File: src/rtl/krnl_vadd_rtl_burst_sched.sv
// Burst scheduler for one AXI4 master address channel: splits a (base, beats) job
// into fixed-size bursts, throttles in-flight bursts and pulses ctrl_done when all complete.
module krnl_vadd_rtl_burst_sched #(
  parameter int C_ADDR_WIDTH      = 64,
  parameter int C_XFER_SIZE_WIDTH = 32,
  parameter int C_BYTES_PER_BEAT  = 64,
  parameter int C_BURST_LEN       = 64,
  parameter int C_MAX_OUTSTANDING = 16
) (
  input  logic                         clk,
  input  logic                         rst,
  input  logic                         ctrl_start,
  input  logic [C_ADDR_WIDTH-1:0]      ctrl_addr,
  input  logic [C_XFER_SIZE_WIDTH-1:0] ctrl_xfer_beats,
  output logic                         ctrl_done,
  output logic                         busy,
  output logic                         req_valid,
  input  logic                         req_ready,
  output logic [C_ADDR_WIDTH-1:0]      req_addr,
  output logic [7:0]                   req_len,
  input  logic                         cpl_valid
);

  localparam int OUT_W = $clog2(C_MAX_OUTSTANDING + 1);
  localparam logic [C_ADDR_WIDTH-1:0]      BURST_BYTES = C_ADDR_WIDTH'(C_BURST_LEN * C_BYTES_PER_BEAT);
  localparam logic [C_XFER_SIZE_WIDTH-1:0] BURST_BEATS = C_XFER_SIZE_WIDTH'(C_BURST_LEN);
  localparam logic [OUT_W-1:0]             MAX_OUT     = OUT_W'(C_MAX_OUTSTANDING);

  generate
    if (C_BURST_LEN < 1 || C_BURST_LEN > 256 || (C_BURST_LEN & (C_BURST_LEN - 1)) != 0)
      $error("C_BURST_LEN must be a power of 2 in 1..256");
    if (C_BURST_LEN * C_BYTES_PER_BEAT > 4096)
      $error("burst must not cross a 4 KiB boundary");
    if (C_MAX_OUTSTANDING < 1 || C_MAX_OUTSTANDING > 255)
      $error("C_MAX_OUTSTANDING must be in 1..255");
    if (C_XFER_SIZE_WIDTH < 9)
      $error("C_XFER_SIZE_WIDTH must hold at least one full burst length");
  endgenerate

  typedef enum logic [1:0] {IDLE, ISSUE, DRAIN, DONE} state_t;

  state_t                         state_reg, state_next;
  logic [C_ADDR_WIDTH-1:0]        addr_reg, addr_next;
  logic [C_XFER_SIZE_WIDTH-1:0]   remaining_reg, remaining_next;
  logic [OUT_W-1:0]               outstanding_reg, outstanding_next;
  logic [C_XFER_SIZE_WIDTH-1:0]   burst_beats;
  logic                           handshake;
  logic                           cpl_accept;

  // All request outputs derive from registers only; req_ready/cpl_valid never reach them.
  always_comb begin
    burst_beats = (remaining_reg > BURST_BEATS) ? BURST_BEATS : remaining_reg;
    req_valid   = (state_reg == ISSUE) && (outstanding_reg < MAX_OUT);
    req_addr    = addr_reg;
    req_len     = (state_reg == ISSUE) ? 8'(burst_beats - 1'b1) : 8'd0;
    ctrl_done   = (state_reg == DONE);
    busy        = (state_reg != IDLE);
  end

  assign handshake  = req_valid & req_ready;
  // A completion with nothing in flight is spurious and dropped.
  assign cpl_accept = cpl_valid && (outstanding_reg != '0);

  always_comb begin
    outstanding_next = outstanding_reg;
    case ({handshake, cpl_accept})
      2'b10:   outstanding_next = outstanding_reg + 1'b1;
      2'b01:   outstanding_next = outstanding_reg - 1'b1;
      default: outstanding_next = outstanding_reg;
    endcase
  end

  always_comb begin
    state_next     = state_reg;
    addr_next      = addr_reg;
    remaining_next = remaining_reg;
    case (state_reg)
      IDLE: begin
        if (ctrl_start) begin
          addr_next      = ctrl_addr;
          remaining_next = ctrl_xfer_beats;
          state_next     = (ctrl_xfer_beats == '0) ? DONE : ISSUE;
        end
      end
      ISSUE: begin
        if (handshake) begin
          addr_next      = addr_reg + BURST_BYTES;
          remaining_next = remaining_reg - burst_beats;
          if (remaining_reg == burst_beats)
            state_next = DRAIN;
        end
      end
      DRAIN: begin
        // Looking at the next count lets the final completion produce done one cycle later.
        if (outstanding_next == '0)
          state_next = DONE;
      end
      DONE: begin
        state_next = IDLE;
      end
      default: begin
        state_next = IDLE;
      end
    endcase
  end

  always_ff @(posedge clk) begin
    if (rst) begin
      state_reg       <= IDLE;
      addr_reg        <= '0;
      remaining_reg   <= '0;
      outstanding_reg <= '0;
    end else begin
      state_reg       <= state_next;
      addr_reg        <= addr_next;
      remaining_reg   <= remaining_next;
      outstanding_reg <= outstanding_next;
    end
  end

endmodule

File: config.mk
export PLATFORM = sky130hd
export DESIGN_NAME = krnl_vadd_rtl_burst_sched
export DESIGN_NICKNAME = d
export VERILOG_FILES = /design/src/rtl/krnl_vadd_rtl_burst_sched.sv
export SDC_FILE = /design/constraint.sdc
export NUM_CORES = 1
export LEC_CHECK = 0
export ABC_AREA = 1
export BUFFER_PORTS_ARGS = -buffer_cell sky130_fd_sc_hd__clkbuf_2
export CORE_UTILIZATION = 30
export DETAILED_ROUTE_END_ITERATION = 8
export HOLD_SLACK_MARGIN = 0.08
export SYNTH_ARGS = -nofsm -noshare
export SYNTH_HDL_FRONTEND = slang
export SYNTH_SLANG_ARGS = --single-unit
File: constraint.sdc
create_clock -name clk -period 2.55 [get_ports clk]
set_input_delay 0 -clock clk [delete_from_list [all_inputs] [get_ports clk]]
set_output_delay 0 -clock clk [all_outputs]
set_load 0.01 [all_outputs]
## After elaboration in Yosys (flattened, before gate mapping)

Cells that the tools add are included.

- Input port bits: 101
- Output and inout bits: 75
- Logic and storage cells: 47
- Flip-flop bits (word level): 103

- Bitwise gates (word level): 1
- Mux-type cells: 15
- Eq/ne operators: 10
- Add/sub/neg operators: 5
- $lt $le $gt $ge: 2
- Reduce and logical (&&, ||, !) cells: 10

Operator list:

| operator | count |
|---|---|
| 64-bit 2-to-1 mux | 2 |
| 64-bit one-hot mux with 2 select lines | 1 |
| 32-bit 2-to-1 mux | 3 |
| 64-bit by 13-bit adder with 64-bit output (second input constant) | 1 |
| 32-bit one-hot mux with 2 select lines | 1 |
| 32-bit == test | 1 |
| 32-bit by 7-bit greater-than comparator with 1-bit output (second input constant) | 1 |
| 32-bit logical NOT | 1 |
| 32-bit subtractor | 1 |
| 2-bit 2-to-1 mux | 5 |
| 5-bit one-hot mux with 2 select lines | 1 |
| 8-bit 2-to-1 mux | 1 |
| 2-bit one-hot mux with 4 select lines | 1 |
| 8-bit by 1-bit subtractor with 8-bit output (second input constant) | 1 |
| 2-bit == test (second input constant) | 3 |
| 2-bit != test (second input constant) | 3 |
| 5-bit by 1-bit adder with 5-bit output (second input constant) | 1 |
| 5-bit logical NOT | 1 |
| 5-bit < comparator (second input constant) | 1 |
| 5-bit nonzero test | 1 |
| 5-bit by 1-bit subtractor with 5-bit output (second input constant) | 1 |
| 2-bit by 1-bit == test with 1-bit output (second input constant) | 2 |
| 4-bit AND reduction | 1 |
| 2-bit nonzero test | 2 |
| 5 further kinds | 6 |

## Depth between registers and ports, before layout

- Depth after elaboration: 8
- Gate-level depth with buffers: 20
- Mapped depth without buffers: 20

## Least setup slack after synthesis

No wires, ideal clock.

- Path type: register to register
- Start: register state_reg[1]
- End: register state_reg[1]
- Period minus slack after synthesis: 2.614 ns
- Setup slack: -0.064 ns
- Data required time: 2.480 ns
- Setup time: 0.070 ns
- Buffers on the path: 0
- Arrival time: 2.544 ns
- Stages on the path, launching flop included: 21
- Path through: dfxtp_1 -> inv_1 -> ha_1 -> inv_2 -> nor2_4 -> nand2_1 -> ha_1 -> inv_1 -> fa_1 -> inv_1 -> nand2_1 -> nand2_1 -> nand2_1 -> nand2_1 -> nand2_1 -> nand3_1 -> xor2_1 -> nand4_1 -> a21oi_1 -> o21ai_0 -> a21oi_1

- Cells in the longest elaborated chain, start to end: 8
- Elaborated cells on any way between the ends: 16
- Those cells by class: eq/ne: 9; mux: 2; bitwise: 1; reduce/logical: 4

RTL lines:

| item | RTL line | RTL |
|---|---|---|
| start, declared | 42 | `state_t state_reg, state_next;` |
| start signal, assigned | 114 | `state_reg <= state_next;` |
| 2-bit by 1-bit == test with 1-bit output * | 53 | `req_valid = (state_reg == ISSUE) && (outstanding_reg < MAX_OUT);` |
| 1-bit logical AND * | 53 |  |
| via req_valid | 17 | `output logic req_valid,` |
| 1-bit bitwise AND * | 60 | `assign handshake = req_valid & req_ready;` |
| 2-bit by 1-bit == test with 1-bit output or 2-bit == test (tied branches) | 66 | `case ({handshake, cpl_accept})` |
| 5-bit one-hot mux with 2 select lines | 66 |  |
| 5-bit logical NOT | 95 | `if (outstanding_next == '0)` |
| 2-bit != test (no source line) | - |  |
| 4-bit AND reduction (no source line) * | - |  |

The timed path passes the listed nets; every way through them passes the cells marked *.
A chain may end at the register's enable or synchronous reset.

## Worst setup path in the final report

- Start: register outstanding_reg[3]
- End: register state_reg[1]

- Cells in the longest elaborated chain, start to end: 8
- Elaborated cells on any way between the ends: 14
- Those cells by class: add/sub: 2; order compare: 1; eq/ne: 4; mux: 1; bitwise: 1; reduce/logical: 5

RTL lines:

| item | RTL line | RTL |
|---|---|---|
| start, declared | 45 | `logic [OUT_W-1:0] outstanding_reg, outstanding_next;` |
| start signal, assigned | 117 | `outstanding_reg <= outstanding_next;` |
| 5-bit < comparator | 53 |  |
| 1-bit logical AND | 53 |  |
| 1-bit bitwise AND | 60 |  |
| 2-bit by 1-bit == test with 1-bit output or 2-bit == test (tied branches) | 66 |  |
| 5-bit one-hot mux with 2 select lines | 66 |  |
| 5-bit logical NOT | 95 |  |
| 2-bit != test (no source line) | - |  |
| 4-bit AND reduction (no source line) * | - |  |

Mark *: on every way between the ends. The rest lies on a longest branch, timed or not.

==> metrics.txt <==
root buffer cell clkbuf_16; number of synthesized flops with an enable pin 0; met3 track demand over resource in global routing 4.10%; Finished Layout Cells 1803; count of endpoints failing setup in the final report 0; dpl cells 1682; destination of the worst register-to-register timing path state_reg[1]; unrepaired setup endpoints after global routing true; clock sink count 103; crit end category flop; reg2reg start outstanding_reg[3]; Die Height 159 um; worst setup skew after layout 0.0110 ns; asr flop ratio synth 0%; required time of the critical path 2.83 ns; via count of the first global-routing pass 8497; synth warn 0; met1 routing resource usage after global routing 29.2%; placeable core region 24200 sq um; Largest register FFs 64; max-cap viol count 0; drt pass-1 iters 5; crit-path most repeated cell ha_4; sequential fraction of the synthesis area 28.0%; total CTS buffers 9; ratio of final minimum period to clock period 95.7%; Slew headroom 49.6%; element type at the critical path start flop; Bufs and invs on worst path 2; hold depth 5; synthesized instance count 1200; final routed wirelength across all metal layers 27000 um; syn nets 1314; Layout Nets 1588; overflow left after global routing 0; clock transition time at the flip-flop clock pins of the worst setup and hold paths 0.08 ns; fraction of final layout cells sized beyond drive strength 1 23.3%; area of the mapped netlist 7380 sq um; antenna diode count 0; Worst path top cell family by delay compound AO/OA/AOI/OAI gates; setup slack, reg-to-reg 0.11 ns; delay of the slowest critical-path stage 0.36 ns; start point of the worst min-delay path ctrl_addr[31]; Crit Path Class flop to flop; Die Wd 159 um; vias post-DR 9009; CP cell instances o41ai_2 > inv_1 > ha_4 > buf_4 > ha_4 > nand2_2 > nand2_1 > a31oi_2 > nor2_1 > o22ai_2 > nand4_1 > a21oi_2 > o21ai_1 > a21oi_1; r2r worst-path depth 14; Crit. path cell count 14; largest fanout on the critical path 4; final-report hold violation count 0; worst hold path endpoint req_addr[31]; pin count of the biggest net entering global routing 91; global-route wire length before repair 43800 um; drc violations 0; fill cell instance count of the final layout 2569; initial antenna violation count 0; starting density of the core 30.4%; Max Clk Rate 410 MHz; post-detailed-route count of antenna-violating nets 0; most used routing layer in global routing met2; top-level I/O count 176; shortest period the worst path allows 2.44 ns; Crit-path slowest cell dfxtp_4; Primary FF master, synth dfxtp_1; number of port buffers 175; worst-case hold slack 0.0875 ns; H-tree levels 3; worst hold path type input pin to flop; max-slew violations 0; cell row count 57; total routing usage reported by global routing 21.3%; worst IR drop on VDD 0.892 mV; worst-skew pair later-pin latency 0.36 ns; total power draw 12600 uW; synth-to-layout area growth 40.5%; routability-driven placement congestion ratio 0.893; outcome completed; synth unique cells 54; Die ar. 25200 sq um; TritonCTS clock tree built; Pleak 0.00430 uW; post-detailed-route via-to-cell ratio 5.00; average cell area after synthesis 6.15 sq um; Crit path arrival time 2.72 ns; buffers from clock root to sink, at most 2; wire per inst 15.0 um; post-DP HPWL 19300 um; Initial DRC Count 630; flip-flop and latch count after synthesis 103; pin slew with the least headroom to its limit 0.749 ns; grt met2 use 33.9%; areal power density over the cells 1220 nW/um^2
-- cells by family after synthesis --
family,share of synthesized area [%]
AOI/OAI and AO/OA,17.2
xor gates and xnor gates,3.44
adders and majority gates,2.31
buffers and inverters,9.35
DFF,28.0
other,0.0508
and+or+nand+nor,39.7
-- how the worst max path moves through the flow --
| stage | slack [ns] | end | startpoint |
|---|---|---|---|
| 3_5_place_dp | -0.04 | state_reg[1] | state_reg[1] |
| 2_1_floorplan | 0.02 | state_reg[1] | state_reg[1] |
| 6_report | 0.11 | state_reg[1] | outstanding_reg[3] |
| 4_1_cts | 0.02 | state_reg[1] | state_reg[1] |
| 5_1_grt | -0.18 | state_reg[1] | state_reg[1] |
| 3_3_place_gp | 0.002 | state_reg[1] | state_reg[1] |
-- cell usage in the layout, fill, tap and decap left out, drive strengths merged --
| cell | synthesis | layout |
|---|---|---|
| a221oi | 5 | 5 |
| clkinvlp | 0 | 3 |
| nand4 | 42 | 42 |
| xnor2 | 9 | 9 |
| fa | 1 | 1 |
| nand2 | 262 | 262 |
| a211oi | 1 | 1 |
| a311oi | 2 | 2 |
| conb | 1 | 1 |
| buf | 19 | 48 |
| and2 | 1 | 1 |
| nand3b | 4 | 4 |
| o21ai | 72 | 72 |
| bufinv | 0 | 3 |
| a22oi | 1 | 1 |
| xor2 | 20 | 20 |
| nand3 | 64 | 64 |
| inv | 124 | 124 |
| a21o | 1 | 1 |
| a31oi | 7 | 7 |
| a21oi | 102 | 102 |
| nor3 | 39 | 39 |
| clkbuf | 34 | 183 |
| a2111oi | 1 | 1 |
| o211ai | 17 | 17 |
| a41oi | 1 | 1 |
| clkinv | 1 | 2 |
| o22ai | 1 | 1 |
| ha | 12 | 12 |
| or2 | 3 | 3 |
| dlygate4sd3 | 0 | 94 |
| a21boi | 1 | 1 |
| nor4 | 21 | 21 |
| nor2 | 218 | 218 |
| o31ai | 3 | 3 |
| dfxtp | 103 | 103 |
| o221ai | 5 | 5 |
| o41ai | 2 | 2 |
-- synth_stat cells, drive strengths merged (20+ instances only) --
| cell type | instances | share of area [%] |
|---|---|---|
| a21oi | 102 | 7.2 |
| clkbuf | 34 | 1.7 |
| dfxtp | 103 | 28 |
| inv | 124 | 6.3 |
| nand2 | 262 | 14 |
| nand3 | 64 | 4.9 |
| nand4 | 42 | 3.7 |
| nor2 | 218 | 12 |
| nor3 | 39 | 3.0 |
| nor4 | 21 | 1.9 |
| o21ai | 72 | 4.9 |
| xor2 | 20 | 2.4 |
-- power by group --
part	total, uW	internal [uW]	switching [uW]
registers	3330	2360	971
logic	7640	2880	4750
clock network	1670	964	704
-- worst register-to-register path, delay by kind of cell (launching register included) --
family                   cells  cell delay [ns]
AND/OR/NAND/NOR              4             0.34
AO/OA/AOI/OAI                6             1.08
buffers and inverters        2             0.25
adder cells (fa/ha/maj)      2             0.34
flip-flops                   1             0.36
-- metrics by stage --
step / cell area (sq um) / utilization (%) / setup WS, ns / TNS (ns)
finish: 10400 / 42.8 / 0.110 / 0
global placement: 8770 / 36.2 / 0.00194 / 0
detailed placement: 8770 / 36.2 / -0.0415 / -0.0471
floorplan: 7380 / - / 0.0199 / 0
CTS: 10100 / 41.8 / 0.0196 / 0
global route: 10400 / 42.8 / -0.176 / -0.272
-- layer usage --
layer,wire length [um],vias up
li1,-,4544
met5,0,-
met1,12600,4123
met4,399,0
met2,12100,310
met3,1840,32
-- timing repair --
item / 4_1_cts / 5_1_grt
buffers inserted: 4 / 8
endpoints found under the setup margin: 5 / 58
endpoints found under the hold margin: 95 / 0
hold buffers: 94 / 0
resized for setup: 8 / 58
pin swaps: 4 / 16
-- final cells by class --
class | count | area, sq um | share of cell area (%)
Multi-Input combinational cell | 919 | 4840 | 46.7
Timing Repair Buffer | 316 | 2220 | 21.5
Sequential cell | 103 | 2080 | 20.0
Inverter | 125 | 474 | 4.57
Tap cell | 324 | 405 | 3.91
Clock buffer | 9 | 225 | 2.17
Clock inverter | 7 | 121 | 1.17
No activity file was read; power rests on OpenSTA's default activity.
